==> src/rtl/fetch_pkg.sv <==
// Shared types and constants for the instruction fetch stage.
// Optional feature macro: FETCH_ALIGN_CHECK_EN (adds the FAULT state).
package fetch_pkg;

  localparam int unsigned PC_STEP = 4;

`ifdef FETCH_ALIGN_CHECK_EN
  typedef enum logic [2:0] {
    IDLE,
    REQ,
    WAIT,
    VALID,
    FAULT
  } fetch_state_t;
`else
  typedef enum logic [1:0] {
    IDLE,
    REQ,
    WAIT,
    VALID
  } fetch_state_t;
`endif

endpackage

==> src/rtl/fetch_pc_next.sv <==
// Next-PC selection: sequential step or PC-relative target.
// Optional feature macro: FETCH_ALIGN_CHECK_EN (flags unaligned targets
// instead of silently clearing the low address bits).
module fetch_pc_next
  import fetch_pkg::*;
#(
  parameter int unsigned ADDR_WIDTH = 32
) (
  input  logic [ADDR_WIDTH-1:0] pc,
  input  logic [ADDR_WIDTH-1:0] ImmExt,
  input  logic                  PCSrc,
  output logic [ADDR_WIDTH-1:0] pc_next,
`ifdef FETCH_ALIGN_CHECK_EN
  output logic                  misalign,
`endif
  output logic [ADDR_WIDTH-1:0] pc_plus4
);

  logic [ADDR_WIDTH-1:0] target;

  assign pc_plus4 = pc + ADDR_WIDTH'(PC_STEP);

  // Select the raw target; additions wrap modulo 2^ADDR_WIDTH.
  always_comb begin
    target = PCSrc ? (pc + ImmExt) : pc_plus4;
`ifdef FETCH_ALIGN_CHECK_EN
    pc_next  = target;
    misalign = |target[1:0];
`else
    pc_next  = target & ~ADDR_WIDTH'(3);
`endif
  end

endmodule

==> src/rtl/fetch_unit.sv <==
// Instruction fetch stage: owns the PC, runs the imem req/gnt/rvalid
// handshake and presents one registered instruction at a time.
// Optional feature macro: FETCH_ALIGN_CHECK_EN (misalign_o port, FAULT state).
module fetch_unit
  import fetch_pkg::*;
#(
  parameter int unsigned           ADDR_WIDTH  = 32,
  parameter int unsigned           INSTR_WIDTH = 32,
  parameter logic [ADDR_WIDTH-1:0] RESET_PC    = '0
) (
  input  logic                   clk_i,
  input  logic                   rst_ni,
  input  logic                   PCSrc_i,
  input  logic [ADDR_WIDTH-1:0]  ImmExt_i,
  input  logic                   stall_i,
  output logic                   imem_req_o,
  output logic [ADDR_WIDTH-1:0]  imem_addr_o,
  input  logic                   imem_gnt_i,
  input  logic                   imem_rvalid_i,
  input  logic [INSTR_WIDTH-1:0] imem_rdata_i,
  output logic [INSTR_WIDTH-1:0] instr_o,
  output logic                   instr_valid_o,
  output logic [ADDR_WIDTH-1:0]  pc_o,
`ifdef FETCH_ALIGN_CHECK_EN
  output logic                   misalign_o,
`endif
  output logic [ADDR_WIDTH-1:0]  pc_plus4_o
);

  fetch_state_t           state_q, state_d;
  logic [ADDR_WIDTH-1:0]  pc_q, pc_next;
  logic [INSTR_WIDTH-1:0] instr_q;
  logic                   pc_load, instr_load;
`ifdef FETCH_ALIGN_CHECK_EN
  logic                   next_misalign;
`endif

  fetch_pc_next #(
    .ADDR_WIDTH(ADDR_WIDTH)
  ) u_pc_next (
    .pc       (pc_q),
    .ImmExt   (ImmExt_i),
    .PCSrc    (PCSrc_i),
    .pc_next  (pc_next),
`ifdef FETCH_ALIGN_CHECK_EN
    .misalign (next_misalign),
`endif
    .pc_plus4 (pc_plus4_o)
  );

  assign imem_addr_o = pc_q;
  assign pc_o        = pc_q;
  assign instr_o     = instr_q;

  // Next-state and Moore outputs; rvalid outside WAIT is dropped.
  always_comb begin
    state_d       = state_q;
    imem_req_o    = 1'b0;
    instr_valid_o = 1'b0;
    instr_load    = 1'b0;
    pc_load       = 1'b0;
`ifdef FETCH_ALIGN_CHECK_EN
    misalign_o    = 1'b0;
`endif
    case (state_q)
      IDLE: state_d = REQ;
      REQ: begin
        imem_req_o = 1'b1;
        if (imem_gnt_i) state_d = WAIT;
      end
      WAIT: begin
        if (imem_rvalid_i) begin
          instr_load = 1'b1;
          state_d    = VALID;
        end
      end
      VALID: begin
        instr_valid_o = 1'b1;
        if (!stall_i) begin
`ifdef FETCH_ALIGN_CHECK_EN
          if (next_misalign) begin
            state_d = FAULT;
          end else begin
            pc_load = 1'b1;
            state_d = REQ;
          end
`else
          pc_load = 1'b1;
          state_d = REQ;
`endif
        end
      end
`ifdef FETCH_ALIGN_CHECK_EN
      FAULT: misalign_o = 1'b1;
`endif
      default: state_d = IDLE;
    endcase
  end

  // State register.
  always_ff @(posedge clk_i or negedge rst_ni) begin
    if (!rst_ni) state_q <= IDLE;
    else         state_q <= state_d;
  end

  // PC register, advanced only when the presented instruction is consumed.
  always_ff @(posedge clk_i or negedge rst_ni) begin
    if (!rst_ni)      pc_q <= RESET_PC;
    else if (pc_load) pc_q <= pc_next;
  end

  // Instruction register, loaded from the memory response in WAIT.
  always_ff @(posedge clk_i or negedge rst_ni) begin
    if (!rst_ni)         instr_q <= '0;
    else if (instr_load) instr_q <= imem_rdata_i;
  end

endmodule
==> config.mk <==
export PLATFORM = sky130hd
export DESIGN_NAME = fetch_unit
export DESIGN_NICKNAME = d
export VERILOG_FILES = /design/src/rtl/fetch_pkg.sv /design/src/rtl/fetch_pc_next.sv /design/src/rtl/fetch_unit.sv
export SDC_FILE = /design/constraint.sdc
export NUM_CORES = 1
export LEC_CHECK = 0
export ABC_CLOCK_PERIOD_IN_PS = 3000
export CAP_MARGIN = 20
export CORE_MARGIN = 2
export CORE_UTILIZATION = 28
export DETAILED_ROUTE_END_ITERATION = 8
export REMOVE_ABC_BUFFERS = 1
export SETUP_SLACK_MARGIN = 0.3
export SYNTH_ARGS = -nofsm -noshare
export SYNTH_HDL_FRONTEND = slang
export SYNTH_HIERARCHICAL = 1
export SYNTH_SLANG_ARGS = --single-unit
==> constraint.sdc <==
create_clock -name clk_i -period 3 [get_ports clk_i]
set_input_delay 0.45 -clock clk_i [delete_from_list [all_inputs] [get_ports clk_i]]
set_output_delay 0.45 -clock clk_i [all_outputs]
set_load 0.02 [all_outputs]
==> metrics.md, run 1 <==
| Metric | Value |
|---|---|
| Antenna Nets Post-Route | `0` |
| Critical path required time | `between 2000 and 3000 ps` |
| IO Count | `200` |
| Final Skew | `approximately 9.5 ps` |
| Crit path max fanout | `4` |
| VDD IR max | `between 0.0006 and 0.0007 V` |
| Mapped Cells | `546` |
| Largest area contributor in the netlist | `dfrtp_1` |
| CTS Sinks | `66` |
| Initial core utilization | `28.76%` |
| N_diodes | `0` |
| Power per Cell Area | `between 1000 and 1500 nW/um2` |
| Total number of vias | `slightly below 5,000` |
| FF+latch count, synth | `66` |
| Placed inst area | `approximately 8000 um2` |
| Max Clock Freq | `roughly 370 MHz` |
| First-pass GRT wire length | `between 20 and 30 mm` |
| Area contributors post-synth | `dfrtp_1 (30%), mux2_4 (8.6%), ha_1 (8.1%), mux2_2 (7.5%), xnor2_1 (6.0%)` |
| CP endpoint kind | `output port` |
| Max-cap viol count | `0` |
| Min-delay worst type | `input pin to asynchronous set/reset pin` |
| Final weighted congestion in routability-driven placement | `between 0.8 and 0.9` |
| Layout cells sized above 1 | `about a third` |
| Status | `completed` |
| Syn-to-layout area delta | `61.97%` |
| Synth unique cells | `62` |
| RSZ-0062 raised after global routing | `yes` |
| Pre-antenna DRT Iters | `4` |
| Die W | `about 140 um` |
| Global route overflow | `0` |
| Crit start category | `flop` |
| Initial drt markers | `226` |
| Largest net degree at the start of global routing | `between 40 and 50` |
| Post-DP HPWL | `roughly 13 mm` |
| Overall Power | `11.21 mW` |
| Leakage | `3.758 nW` |
| Layout fillers | `about 1,800` |
| Average size of a mapped cell | `9.918 um2` |
| Crit path DAT | `between 2000 and 2500 ps` |
| Clock Latency Late Sink | `340 ps` |
| Die area | `~20,000 um2` |
| Main synth FF type | `dfrtp_1` |
| Initial antenna violation count | `0` |
| Worst Max-Slew Pin Slew | `~630 ps` |
| Num CTS Buffers | `9` |
| CTS H-tree lvls | `3` |
| All-Layer GR Usage | `~16%` |
| Crit path kind | `flop to output port` |
| Fin crit share | `slightly above 90%` |
| Asr flop ratio synth | `100.0%` |
| Yosys warnings | `6` |
| Core area | `approximately 19,000 um2` |
| Root buf cell | `clkbuf_16` |
| Final instance area | `8771 um2` |
| Vias in the first global route | `a little under 5,000` |
| Register clock-pin slew on the reported worst setup and hold paths | `approximately 60 ps` |
| Die H | `around 140 um` |
| Period minus WS final | `roughly 2700 ps` |
| Part of the Yosys area used for sequential elements | `a little under a third` |
| Final Max Slew Viols | `0` |
| Slew headroom | `between 50 and 60%` |
| Residual DRC count | `0` |
| CTS tree | `built` |
| Final Hold Violating Endpoints | `0` |
| Mapped Area | `between 5000 and 6000 um2` |
| Nets | `approximately 910` |
| Setup violators final | `0` |
| CTS Buffer Depth | `2` |
| Drt total wl | `about 16 mm` |
| Row count | `50` |
| PortBufs | `199` |
| WL/cell | `around 15 um` |
| Vias per std cell | `4.597` |
| Post-synth EDFFs | `0` |
| Worst hold slack | `between 100 and 150 ps` |
| Quantity of hold-fixing buffers added after cts | `0` |
| Top cell type's share of synthesized area | `between 30% and 40%` |
## per-stage QoR
stage	setup TNS [ps]	instances	setup slack [ps]	utilization, %
5_1_grt	0	1074	159.5	46.58
3_3_place_gp	-1046	1040	-118.5	42.54
2_1_floorplan	0	492	144.8	-
3_5_place_dp	-1311	1040	-165.9	42.54
6_report	0	1074	270.8	46.58
4_1_cts	0	1068	194.2	45.46
## layout make-up
cell class / count / area [um2] / area share, %
tap: 260 / 325.3 / 3.709
inverter: 16 / 60.06 / 0.6847
multi-input combinational: 410 / 3637 / 41.47
sequential: 66 / 1655 / 18.87
clock buffer: 9 / 225.2 / 2.568
clock inverter: 7 / 77.57 / 0.8845
timing repair buffer: 306 / 2790 / 31.81
## layer usage
metal,GRT usage [%],vias to the layer above,part of all wire [%]
met5,0,-,0
met4,4.794,0,1.4
met3,3.286,14,5.9
met2,25.86,151,47
met1,20.98,2327,46
li1,-,2445,-
## timing repair
action,CTS,global route
gates resized for setup,101,64
pin swaps,13,26
endpoints found under the setup margin,32,36
buffers inserted,12,6
## worst max-delay path, stage by stage (launching register included)
cell             delay [ps]
dfrtp_1                 350
and3_1                  230
nand3_4                 130
nor3_4                  170
buf_4                   170
nand4_4                 160
nor3_2                  170
xor2_1                  240
clkdlybuf4s15_2         310
## sequential cells by signal, summed over array words and instances, names as in the netlist
| name | flops |
|---|---|
| imem_addr_o | 32 |
| state_q | 2 |
| instr_o | 32 |
## placed cells by master, fill, tap and decap left out, types with 5 or more instances in the layout
master	n
nand4_1	9
clkbuf_16	9
inv_1	16
o21ai_0	6
mux2_4	31
clkdlybuf4s50_1	172
buf_2	9
mux2_2	36
nor3_1	5
nand3_1	12
ha_1	25
a21o_1	5
ha_4	8
nand2_1	31
buf_4	102
a21oi_1	44
and3_1	7
xnor2_2	5
a21oi_2	11
xnor2_1	32
buf_6	9
dfrtp_1	63
xor2_1	16
nor2_1	40
## kinds of logic (layout without fill, tap and decap cells)
group | count (synthesis) | in the layout | share of synthesized area [%]
AND/OR/NAND/NOR | 138 | 138 | 12.87
AO/OA/AOI/OAI | 110 | 110 | 14.26
multiplexers | 71 | 71 | 16.82
buffers and inverters | 71 | 338 | 8.665
flip-flops | 66 | 66 | 30.50
XOR/XNOR | 54 | 54 | 8.734
adder cells (fa/ha/maj) | 35 | 35 | 8.087
other | 1 | 2 | 0.06925
## synthesized netlist by cell type (2+ instances only)
library cell,number
nand2b_1,2
nor2b_1,5
clkbuf_1,12
mux2i_1,4
ha_1,35
o21ai_0,10
nand2_1,35
or3_1,2
a21o_1,5
xnor2_1,37
a21oi_2,4
dfrtp_1,66
o21ai_1,3
buf_4,39
nor3_4,2
and2_1,3
a21boi_0,2
nand3_2,2
nand4_1,9
and4_1,2
o221ai_1,3
mux2_2,36
a31oi_1,5
nor2_1,42
o31ai_1,2
xor2_1,17
buf_12,3
o21bai_1,3
and3_1,7
mux2_4,31
inv_1,16
o221a_2,2
nor3_1,7
nand3_1,14
a21oi_1,52
## report_power, final
part / internal [mW] / leakage [nW] / switching, mW
Clock: 0.651 / 0.146 / 0.447
Sequential: 1.36 / 0.772 / 0.413
Combinational: 4.31 / 2.84 / 4.03
## path summary, 6_finish.rpt
check / slack (ps) / endpoint / depth (start not counted) / from
max in group asynchronous: 2200 / imem_addr_o[7] / 2 / rst_ni
worst min register to register: 500 / instr_o[15] / 1 / instr_o[15]
worst min-delay path: 120 / instr_o[3] / 1 / rst_ni
worst max-delay path: 270 / pc_plus4_o[29] / 8 / imem_addr_o[4]
min in group clk_i: 500 / instr_o[15] / 1 / instr_o[15]
worst max register to register: 330 / imem_addr_o[26] / 12 / imem_addr_o[2]
(Power assumes the default switching activity.)
==> inputs of run 2 (changes only) <==
--- a/config.mk
+++ b/config.mk
@@ -9,6 +9,7 @@
 export CAP_MARGIN = 20
 export CORE_MARGIN = 2
 export CORE_UTILIZATION = 28
+export CTS_CLUSTER_SIZE = 20
 export DETAILED_ROUTE_END_ITERATION = 8
 export REMOVE_ABC_BUFFERS = 1
 export SETUP_SLACK_MARGIN = 0.3
==> results of run 2 <==
Same layout as run 1: the final DEF is identical, and so are final timing and power.
